### src/rtl/mpu_seq_pkg.sv
// Shared encodings for the MPU6050 sample sequencer: I2C byte-engine commands,
// sequencer FSM states and the MPU register map entries used by the sequencer.
package mpu_seq_pkg;

    typedef enum logic [2:0] {
        CMD_START     = 3'd0,
        CMD_WRITE     = 3'd1,
        CMD_READ_ACK  = 3'd2,
        CMD_READ_NACK = 3'd3,
        CMD_STOP      = 3'd4
    } i2c_cmd_t;

    // INIT_ISSUE must stay first so the reset encoding is zero
    typedef enum logic [2:0] {
        INIT_ISSUE,
        INIT_WAIT,
        IDLE,
        RD_ISSUE,
        RD_WAIT,
        ABORT_STOP,
        ABORT_WAIT,
        SEND
    } seq_state_t;

    localparam logic [7:0] PWR_MGMT_1   = 8'h6B;
    localparam logic [7:0] ACCEL_XOUT_H = 8'h3B;
    localparam int unsigned MAX_BURST   = 16;

    function automatic logic is_read_cmd(input i2c_cmd_t c);
        return (c == CMD_READ_ACK) || (c == CMD_READ_NACK);
    endfunction

endpackage

### src/rtl/seq_period_timer.sv
// Free-running 0..PERIOD-1 counter; tick is a combinational one-cycle pulse at the
// terminal count. No backpressure: ticks are never held or queued.
module seq_period_timer #(
    parameter int unsigned PERIOD = 2500000
) (
    input  logic dev_clk,
    input  logic rst,
    output logic tick
);

    localparam int unsigned CW = (PERIOD > 1) ? $clog2(PERIOD) : 1;
    localparam logic [CW-1:0] LAST = CW'(PERIOD - 1);

    logic [CW-1:0] cnt;

    always_ff @(posedge dev_clk or posedge rst) begin
        if (rst) begin
            cnt <= '0;
        end else if (cnt == LAST) begin
            cnt <= '0;
        end else begin
            cnt <= cnt + 1'b1;
        end
    end

    assign tick = (cnt == LAST);

endmodule

### src/rtl/mpu_sample_sequencer.sv
// Wakes the MPU6050, then per tick burst-reads BURST_LEN bytes and frames them to the UART.
// One I2C command outstanding; cmd/tx outputs are registered and held until handshake.
module mpu_sample_sequencer
    import mpu_seq_pkg::*;
#(
    parameter logic [6:0]  SLAVE_ADDR    = 7'h68,
    parameter logic [7:0]  PWR_REG       = PWR_MGMT_1,
    parameter logic [7:0]  PWR_VAL       = 8'h00,
    parameter logic [7:0]  START_REG     = ACCEL_XOUT_H,
    parameter int unsigned BURST_LEN     = 6,
    parameter int unsigned SAMPLE_PERIOD = 2500000,
    parameter logic [7:0]  FRAME_HDR     = 8'hA5
) (
    input  logic        dev_clk,
    input  logic        rst,
    input  logic        enable,
    output logic        i2c_cmd_valid,
    input  logic        i2c_cmd_ready,
    output logic [2:0]  i2c_cmd,
    output logic [7:0]  i2c_wdata,
    input  logic        i2c_rsp_valid,
    input  logic [7:0]  i2c_rsp_data,
    input  logic        i2c_rsp_nack,
    output logic        tx_valid,
    output logic [7:0]  tx_data,
    input  logic        tx_ready,
    output logic        init_done,
    output logic        err_nack,
    output logic        overrun,
    output logic [15:0] sample_count
);

    // READ list: 0 START, 1 addr+W, 2 START_REG, 3 START, 4 addr+R, then reads, then STOP
    localparam logic [4:0] NACK_STEP = 5'(BURST_LEN + 4);
    localparam logic [4:0] LAST_BYTE = 5'(BURST_LEN);

    seq_state_t state;
    i2c_cmd_t   cur_cmd;
    i2c_cmd_t   nxt_cmd;
    logic [7:0] nxt_wdata;
    logic [4:0] step;
    logic [3:0] rd_idx;
    logic [4:0] tx_idx;
    logic [7:0] burst_buf [MAX_BURST];
    logic       tick;

    seq_period_timer #(
        .PERIOD (SAMPLE_PERIOD)
    ) u_timer (
        .dev_clk (dev_clk),
        .rst     (rst),
        .tick    (tick)
    );

    assign i2c_cmd = cur_cmd;

    // Command list decode; ABORT_STOP falls through to the STOP default
    always_comb begin
        nxt_cmd   = CMD_STOP;
        nxt_wdata = 8'h00;
        if (state == INIT_ISSUE) begin
            case (step)
                5'd0: nxt_cmd = CMD_START;
                5'd1: begin nxt_cmd = CMD_WRITE; nxt_wdata = {SLAVE_ADDR, 1'b0}; end
                5'd2: begin nxt_cmd = CMD_WRITE; nxt_wdata = PWR_REG; end
                5'd3: begin nxt_cmd = CMD_WRITE; nxt_wdata = PWR_VAL; end
                default: nxt_cmd = CMD_STOP;
            endcase
        end else if (state == RD_ISSUE) begin
            case (step)
                5'd0: nxt_cmd = CMD_START;
                5'd1: begin nxt_cmd = CMD_WRITE; nxt_wdata = {SLAVE_ADDR, 1'b0}; end
                5'd2: begin nxt_cmd = CMD_WRITE; nxt_wdata = START_REG; end
                5'd3: nxt_cmd = CMD_START;
                5'd4: begin nxt_cmd = CMD_WRITE; nxt_wdata = {SLAVE_ADDR, 1'b1}; end
                default: begin
                    if (step < NACK_STEP) begin
                        nxt_cmd = CMD_READ_ACK;
                    end else if (step == NACK_STEP) begin
                        nxt_cmd = CMD_READ_NACK;
                    end else begin
                        nxt_cmd = CMD_STOP;
                    end
                end
            endcase
        end
    end

    always_ff @(posedge dev_clk or posedge rst) begin
        if (rst) begin
            state         <= INIT_ISSUE;
            cur_cmd       <= CMD_START;
            step          <= '0;
            rd_idx        <= '0;
            tx_idx        <= '0;
            i2c_cmd_valid <= 1'b0;
            i2c_wdata     <= '0;
            tx_valid      <= 1'b0;
            tx_data       <= '0;
            init_done     <= 1'b0;
            err_nack      <= 1'b0;
            overrun       <= 1'b0;
            sample_count  <= '0;
            for (int i = 0; i < MAX_BURST; i++) begin
                burst_buf[i] <= '0;
            end
        end else begin
            if (tick && enable && (state != IDLE)) begin
                overrun <= 1'b1;
            end
            case (state)
                IDLE: begin
                    if (tick && enable) begin
                        step   <= '0;
                        rd_idx <= '0;
                        state  <= init_done ? RD_ISSUE : INIT_ISSUE;
                    end
                end
                // Load the command one cycle, then hold it until accepted
                INIT_ISSUE, RD_ISSUE, ABORT_STOP: begin
                    if (!i2c_cmd_valid) begin
                        i2c_cmd_valid <= 1'b1;
                        cur_cmd       <= nxt_cmd;
                        i2c_wdata     <= nxt_wdata;
                    end else if (i2c_cmd_ready) begin
                        i2c_cmd_valid <= 1'b0;
                        state <= (state == INIT_ISSUE) ? INIT_WAIT :
                                 (state == RD_ISSUE)   ? RD_WAIT   : ABORT_WAIT;
                    end
                end
                INIT_WAIT, RD_WAIT: begin
                    if (i2c_rsp_valid) begin
                        if ((cur_cmd == CMD_WRITE) && i2c_rsp_nack) begin
                            err_nack <= 1'b1;
                            state    <= ABORT_STOP;
                        end else if (cur_cmd == CMD_STOP) begin
                            if (state == INIT_WAIT) begin
                                init_done <= 1'b1;
                                state     <= IDLE;
                            end else begin
                                tx_valid <= 1'b1;
                                tx_data  <= FRAME_HDR;
                                tx_idx   <= '0;
                                state    <= SEND;
                            end
                        end else begin
                            if (is_read_cmd(cur_cmd)) begin
                                burst_buf[rd_idx] <= i2c_rsp_data;
                                rd_idx            <= rd_idx + 4'd1;
                            end
                            step  <= step + 5'd1;
                            state <= (state == INIT_WAIT) ? INIT_ISSUE : RD_ISSUE;
                        end
                    end
                end
                ABORT_WAIT: begin
                    if (i2c_rsp_valid) begin
                        state <= IDLE;
                    end
                end
                SEND: begin
                    if (tx_ready) begin
                        if (tx_idx == LAST_BYTE) begin
                            tx_valid     <= 1'b0;
                            sample_count <= sample_count + 16'd1;
                            state        <= IDLE;
                        end else begin
                            tx_data <= burst_buf[tx_idx[3:0]];
                            tx_idx  <= tx_idx + 5'd1;
                        end
                    end
                end
                default: state <= IDLE;
            endcase
        end
    end

endmodule

### config.mk
export PLATFORM = sky130hd
export DESIGN_NAME = mpu_sample_sequencer
export DESIGN_NICKNAME = d
export VERILOG_FILES = /design/src/rtl/mpu_seq_pkg.sv /design/src/rtl/seq_period_timer.sv /design/src/rtl/mpu_sample_sequencer.sv
export SDC_FILE = /design/constraint.sdc
export NUM_CORES = 1
export LEC_CHECK = 0
export ABC_AREA = 1
export CORE_MARGIN = 2
export CORE_UTILIZATION = 40
export DETAILED_ROUTE_END_ITERATION = 8
export GPL_TIMING_DRIVEN = 0
export HOLD_SLACK_MARGIN = 0.02
export PLACE_DENSITY = 0.54
export SYNTH_ARGS = -nofsm -noshare
export SYNTH_HDL_FRONTEND = slang
export SYNTH_SLANG_ARGS = --single-unit
### constraint.sdc
create_clock -name dev_clk -period 9.3 [get_ports dev_clk]
set_input_delay 1.395 -clock dev_clk [delete_from_list [all_inputs] [get_ports dev_clk]]
set_output_delay 1.395 -clock dev_clk [all_outputs]
set_load 0.005 [all_outputs]
==> results of run 1 <==
## flip-flops by register name, indices dropped and copies added, names as in the netlist
register	cells
tx_data	8
burst_buf	128
tx_valid	1
state	3
sample_count	16
tx_idx	5
i2c_cmd	3
init_done	1
overrun	1
err_nack	1
step	5
i2c_cmd_valid	1
i2c_wdata	5
u_timer.cnt	22
rd_idx	4
## metrics by stage
step                      hold slack [ns]  std cells  instance area, sq um  power (mW)
after floorplan                     0.450       1398                 10900        1.53
after global placement              0.459       1792                 11900        1.79
final                               0.480       1838                 12700        2.78
after detailed placement            0.463       1793                 11900        1.79
after CTS                           0.478       1838                 12700        2.81
after global routing                0.487       1838                 12700        2.96
## metal layers
| layer | vias up | global-route usage |
|---|---|---|
| li1 | 4589 | - |
| met1 | 4142 | 0.299 |
| met2 | 175 | 0.291 |
| met3 | 44 | 0.0243 |
| met4 | 0 | 0.0543 |
| met5 | - | 0 |
## worst paths after layout
| check | startpoint | endpoint | slack, ns |
|---|---|---|---|
| max | i2c_wdata[5]$_DFFE_PP0P_ | i2c_wdata[5] | 6.35 |
| min | burst_buf[100]$_DFFE_PP0P_ | burst_buf[100]$_DFFE_PP0P_ | 0.48 |
| max reg2reg | tx_idx[0]$_DFFE_PP0P_ | sample_count[11]$_DFFE_PP0P_ | 6.46 |
| min reg2reg | burst_buf[100]$_DFFE_PP0P_ | burst_buf[100]$_DFFE_PP0P_ | 0.48 |
| max in group asynchronous | rst | burst_buf[37]$_DFFE_PP0P_ | 6.96 |
| min in group asynchronous | rst | i2c_wdata[4]$_DFFE_PP0P_ | 1.36 |
## layout make-up
| type | count | area (sq um) | area share |
|---|---|---|---|
| flip-flops and latches | 204 | 5100 | 0.401 |
| clock inverters | 10 | 133 | 0.0104 |
| clock buffers | 35 | 713 | 0.0560 |
| well taps | 341 | 427 | 0.0335 |
| plain buffers | 53 | 349 | 0.0274 |
| multi-input cells | 984 | 4860 | 0.381 |
| inverters | 157 | 597 | 0.0468 |
| repair buffers | 54 | 558 | 0.0438 |
## cells in the mapped netlist (all sizes together)
library cell  count
xnor2             9
dfrtp           204
nor2            128
nor3b             1
clkinv            6
clkbuf           25
a31o              1
nand2           480
nand3b            2
buf              28
nand4            11
nor3             15
a21o              1
o21bai            2
xor2             21
o31ai             1
inv             151
a31oi             1
ha               12
conb              1
o21ai           178
nand3           115
a21oi             5
## worst register-to-register path: cells and delay by family (launching register included)
kind	cells	cell delay, ns
simple gates	7	1.08
buf+inv	3	1.00
flops	1	0.43
fa+ha+maj	1	0.22
## report_power, final
group          switching (mW)  internal [mW]
clock network           0.385          0.616
logic                   0.488          0.266
registers              0.0629          0.959
total                   0.936           1.84
## cells by family after synthesis
kind of cell | Yosys count | share of synthesized area
other | 1 | 0.000344
xor gates and xnor gates | 30 | 0.0241
DFF | 204 | 0.468
adders and majority gates | 12 | 0.0138
AOI/OAI and AO/OA | 189 | 0.105
and+or+nand+nor | 752 | 0.302
buffers and inverters | 210 | 0.0861
==> summary.txt, run 1 <==
Status
  • Outcome: finished clean

Global routing
  • Vias in the first global route: 8545
  • GR Overflow Total: 0
  • Largest net degree at the start of global routing: 112
  • Initial antenna violation count: 0
  • Gr usage total: 0.196
  • First-pass GRT wire length: 45.3 mm

Clock tree
  • Clock Latency Late Sink: 0.53 ns
  • Clock H-tree levels: 1
  • Clock Path Buffers: 3
  • Post-CTS setup buffer count: 0
  • CTS Hold Bufs: 0
  • CTS tree: done
  • Reg clk slew, reported paths: 0.06 ns
  • Post-CTS Resized: 0
  • Root Buffer Master: clkbuf_16
  • TritonCTS Sinks: 204
  • Total CTS buffers: 25

Logic synthesis
  • Syn. warnings: 0
  • Seq cells post-synth: 204
  • Sequential share of the synthesized area: 0.468
  • Syn nets: 1425
  • Top cells by area in the synthesized netlist: dfrtp_1 (47%), nand2_1 (16%), inv_1 (5.1%)
  • Top cell type's share of synthesized area: 0.468
  • Mapped Cells: 1398
  • Cell Area, Synth: 0.0109 sq mm
  • Leading area contributor after synthesis: dfrtp_1
  • Avg Inst Size Synth: 7.80 sq um
  • Yosys cell types: 37

Finish
  • Final core occ: 0.474
  • Synth-to-Final Area Change: 16.9%
  • Commonest non-fill, non-tap cell in the layout: nand2_1
  • # fillers: 2701
  • # diodes: 0
  • Leading cell types in the layout, fill and taps excluded: nand2_1 (462), dfrtp_1 (204), inv_1 (148)
  • Share of cells above drive strength 1: 0.100
  • Layout Nets: 1506

Setup path
  • CP arrival: 1.55 ns
  • Worst Path Required: 7.91 ns
  • Worst setup EP type: primary output
  • CP top delay family: buffers and inverters
  • Startpoint class of the critical path: flop
  • Crit path depth: 2
  • Cell breakdown of the critical path: buf_4, clkdlybuf4s50_1
  • CP Max Fanout: 4
  • CP Buf/Inv Count: 2
  • Worst-path cell with the longest stage delay: clkdlybuf4s50_1
  • Max incr delay on CP: 0.49 ns
  • Type of the worst setup path: reg2out
  • R2R depth: 11

Floorplanning
  • Die H: 169 um
  • Die X: 169 um
  • FP Rows: 60
  • IO Pins: 55
  • Core Footprint: 0.0269 sq mm
  • Full die area: 0.0286 sq mm
  • Initial core utilization: 0.406

Power and ir drop
  • Leakage: 6.16 nW
  • PwrDens: 218 mW/mm^2
  • Max IR drop VDD: 162 uV

Job
  • Maxcap violations: 0

Timing
  • Fin crit period: 2.95 ns
  • Clock skew: 0.0194 ns
  • Max Clock Freq: 339 MHz
  • Fin crit share: 0.317
  • Final setup viols: 0
  • Setup TNS: 0 ns
  • Fin. Hold Viols: 0
  • Rel. slew slack: 0.490
  • Worst Setup Slack, final: 6.35 ns
  • Least-Margin Pin Slew: 0.765 ns
  • RSZ-0062 raised after global routing: no
  • Final Max Tran Viols: 0

Worst hold path
  • Hold Path Stages: 2
  • Hold/Removal Path Class: reg2reg

Route
  • Pre-antenna DRT Iters: 5
  • Wire per inst: 14.7 um
  • Starting DRT DRC Count: 537
  • Routed wl met2: 11.3 mm
  • ANT nets after route: 0
  • WL final: 27.0 mm
  • Met1 WL: 13.8 mm
  • Vias per std cell: 4.87
  • Met3 routed WL: 1.16 mm
  • DRC Markers: 0
  • Top Metal Used: met4
  • Routed vias: 8950

Placed design
  • I/O Buffers: 53
  • Hpwl dp: 19.8 mm
  • Place WS: 5.99 ns
  • RD Place Congestion: 0.889
Note: power is estimated with default switching activity, not from simulation.
==> run 2, diff against run 1 <==
--- a/config.mk
+++ b/config.mk
@@ -11,7 +11,7 @@
 export DETAILED_ROUTE_END_ITERATION = 8
 export GPL_TIMING_DRIVEN = 0
 export HOLD_SLACK_MARGIN = 0.02
-export PLACE_DENSITY = 0.54
+export PLACE_DENSITY = 0.56
 export SYNTH_ARGS = -nofsm -noshare
 export SYNTH_HDL_FRONTEND = slang
 export SYNTH_SLANG_ARGS = --single-unit
==> constraint.sdc (replaced) <==
create_clock -name dev_clk -period 2.7 [get_ports dev_clk]
set_input_delay 0.405 -clock dev_clk [delete_from_list [all_inputs] [get_ports dev_clk]]
set_output_delay 0.405 -clock dev_clk [all_outputs]
set_load 0.005 [all_outputs]
==> run 2 against run 1 <==
  * Clock skew shrank 0.0045 ns
  * Final area grew 0.36%
  * Count of clock-buffer cells in the layout grew 1
  * Total power grew to 3.4 times the previous value
  * Non-clock buffer count grew 3
  * Worst setup slack lost 6.0 ns
  * Sequential power grew to 3.5 times the previous value
  * Critical path depth grew 8
  * Die area is the same
  * Flip-flop and latch count is the same
  * Worst hold slack lost 0.18 ns
  * Largest cell class unchanged
  * Largest power group unchanged
==> summary.txt, run 2 (synthesis gave the netlist of run 1 again) <==
Timing
  • Worst Setup Slack, final: 0.383 ns (-5.97 ns)
  • Clock skew: 0.0149 ns (-0.00453 ns)
  • Fin. Hold Viols: 0 (unchanged)
  • RSZ-0062 raised after global routing: no
  • Max Clock Freq: 432 MHz
  • Rel. slew slack: 0.524 (+0.0339)
  • Setup TNS: 0 ns (unchanged)
  • Hold_ws: 0.295 ns (-0.185 ns)
  • Fin crit share: 0.858
  • Final Max Tran Viols: 0 (unchanged)
  • Final setup viols: 0 (unchanged)
  • Least-Margin Pin Slew: 0.714 ns (-0.0509 ns)
  • Fin crit period: 2.32 ns

Route
  • WL final: 26.5 mm (-1.7%)
  • Top Metal Used: met4
  • Met1 WL: 13.5 mm (-2.5%)
  • ANT nets after route: 0 (unchanged)
  • Routed vias: 9008 (+0.65%)
  • Pre-antenna DRT Iters: 5 (unchanged)
  • Vias per std cell: 4.90 (+0.65%)
  • Wire per inst: 14.4 um (-1.7%)
  • Starting DRT DRC Count: 594 (+11%)
  • Met3 routed WL: 1.20 mm (+3.3%)
  • Routed wl met2: 11.4 mm (+0.93%)
  • DRC Markers: 0 (unchanged)

Floorplanning
  • Full die area: 0.0286 sq mm (unchanged)
  • Die X: 169 um (unchanged)
  • IO Pins: 55 (unchanged)
  • Initial core utilization: 0.406 (unchanged)
  • FP Rows: 60 (unchanged)
  • Core Footprint: 0.0269 sq mm (unchanged)
  • Die H: 169 um (unchanged)

Finish
  • Largest regs: burst_buf x128, u_timer.cnt x22, sample_count x16
  • Layout Nets: 1509 (+0.20%)
  • Final Non-Filler Cells: 1838 (unchanged)
  • # fillers: 2679 (-0.81%)
  • Max reg flops: 128 (unchanged)
  • Final core occ: 0.476 (+0.00172)
  • Commonest non-fill, non-tap cell in the layout: nand2_1
  • Synth-to-Final Area Change: 17.3%
  • Top reg by flops: burst_buf
  • Fin area: 0.0128 sq mm (+0.36%)
  • Leading cell types in the layout, fill and taps excluded: nand2_1 (462), dfrtp_1 (204), inv_1 (147)
  • Share of cells above drive strength 1: 0.102 (+0.00134)
  • # diodes: 0 (unchanged)

Placed design
  • I/O Buffers: 53 (unchanged)
  • Hpwl dp: 19.9 mm (+0.31%)
  • DP Area: 0.0120 sq mm (+0.81%)
  • Placed Cells: 1798 (+0.28%)
  • Place WS: -0.161 ns (-6.15 ns)
  • RD Place Congestion: 0.874 (-1.7%)

Clock tree
  • Clock H-tree levels: 1 (unchanged)
  • Total CTS buffers: 25 (unchanged)
  • Root Buffer Master: clkbuf_16
  • Post-CTS setup buffer count: 0 (unchanged)
  • TritonCTS Sinks: 204 (unchanged)
  • Reg clk slew, reported paths: 0.06 ns (about the same)
  • Clock Latency Late Sink: 0.52 ns (about the same)
  • CTS tree: done
  • Clock Path Buffers: 3 (unchanged)

Power and ir drop
  • Leakage: 6.17 nW (+0.15%)
  • PwrDens: 736 mW/mm^2 (+240%)
  • Max IR drop VDD: 457 uV (+180%)
  • Final Total Pwr: 9.41 mW (+240%)

Setup path
  • CP arrival: 2.74 ns (+1.19 ns)
  • Worst setup EP type: flop
  • CP Max Fanout: 22 (+18)
  • Startpoint class of the critical path: flop
  • Worst Path Required: 3.13 ns (-4.78 ns)
  • Type of the worst setup path: reg2reg

Global routing
  • Vias in the first global route: 8584 (+0.46%)
  • Initial antenna violation count: 0 (unchanged)
  • First-pass GRT wire length: 45.1 mm (-0.60%)
  • Gr usage total: 0.193 (-0.00253)
  • Largest net degree at the start of global routing: 40 (-64%)
  • GR Overflow Total: 0 (unchanged)

Status
  • Outcome: finished clean

Job
  • Maxcap violations: 0 (unchanged)

Worst hold path
  • Hold/Removal Path Class: in2async
-- run 2: cell types whose count changed in the layout (fill, tap and decap cells not counted), sizes merged --
cell	before	now
buf	29	34
inv	152	149
clkinvlp	0	3
clkbuf	60	59
bufinv	3	2
clkinv	12	9
-- run 2: final cells by class --
| class | count | area (sq um) | share of cell area |
|---|---|---|---|
| Sequential cell | 204 | 5100 | 0.399 |
| Multi-Input combinational cell | 984 | 4860 | 0.380 |
| Clock buffer | 36 | 717 | 0.0561 |
| Timing Repair Buffer | 59 | 658 | 0.0515 |
| Inverter | 157 | 597 | 0.0467 |
| Tap cell | 341 | 427 | 0.0334 |
| Buffer | 51 | 342 | 0.0267 |
| Clock inverter | 6 | 82.6 | 0.00646 |
-- run 2: critical path, cell delays in order, from the launching register on --
cell and delay [ns]:
dfrtp_1 0.45, clkinvlp_4 0.41, ha_1 0.37, nand3_1 0.17, nand2_1 0.09, nand2_1 0.06
nand2_1 0.06, nor2_1 0.17, buf_2 0.24, nand3_1 0.09, o21ai_0 0.10
-- run 2: final timing paths --
path                                      startpoint                        end  slack [ns]  depth (start not counted)
max                            tx_idx[0]$_DFFE_PP0P_      tx_idx[0]$_DFFE_PP0P_        0.38                         10
min                                              rst     tx_data[6]$_DFFE_PP0P_        0.29                          2
max reg2reg                    tx_idx[0]$_DFFE_PP0P_      tx_idx[0]$_DFFE_PP0P_        0.38                         10
min reg2reg                burst_buf[81]$_DFFE_PP0P_  burst_buf[81]$_DFFE_PP0P_        0.48                          2
max in group asynchronous                        rst  burst_buf[53]$_DFFE_PP0P_        1.44                          5
min in group dev_clk       burst_buf[81]$_DFFE_PP0P_  burst_buf[81]$_DFFE_PP0P_        0.48                          2
-- run 2: power breakdown --
group | leakage [nW] | internal [mW] | switching [mW]
logic | 3.01 | 0.928 | 1.67
clock network | 0.391 | 2.01 | 1.28
registers | 2.77 | 3.30 | 0.220
total | 6.17 | 6.24 | 3.17
-- run 2: what timing repair did --
action,CTS,global route
setup endpoints to repair,8,14
pin swaps,0,0
hold buffers,0,0
gates resized for setup,0,1
hold endpoints to repair,0,0
-- run 2: metal layers --
| metal | vias to the layer above | GRT usage |
|---|---|---|
| li1 | 4602 | - |
| met1 | 4212 | 0.291 |
| met2 | 159 | 0.297 |
| met3 | 35 | 0.0241 |
| met4 | 0 | 0.0435 |
| met5 | - | 0 |
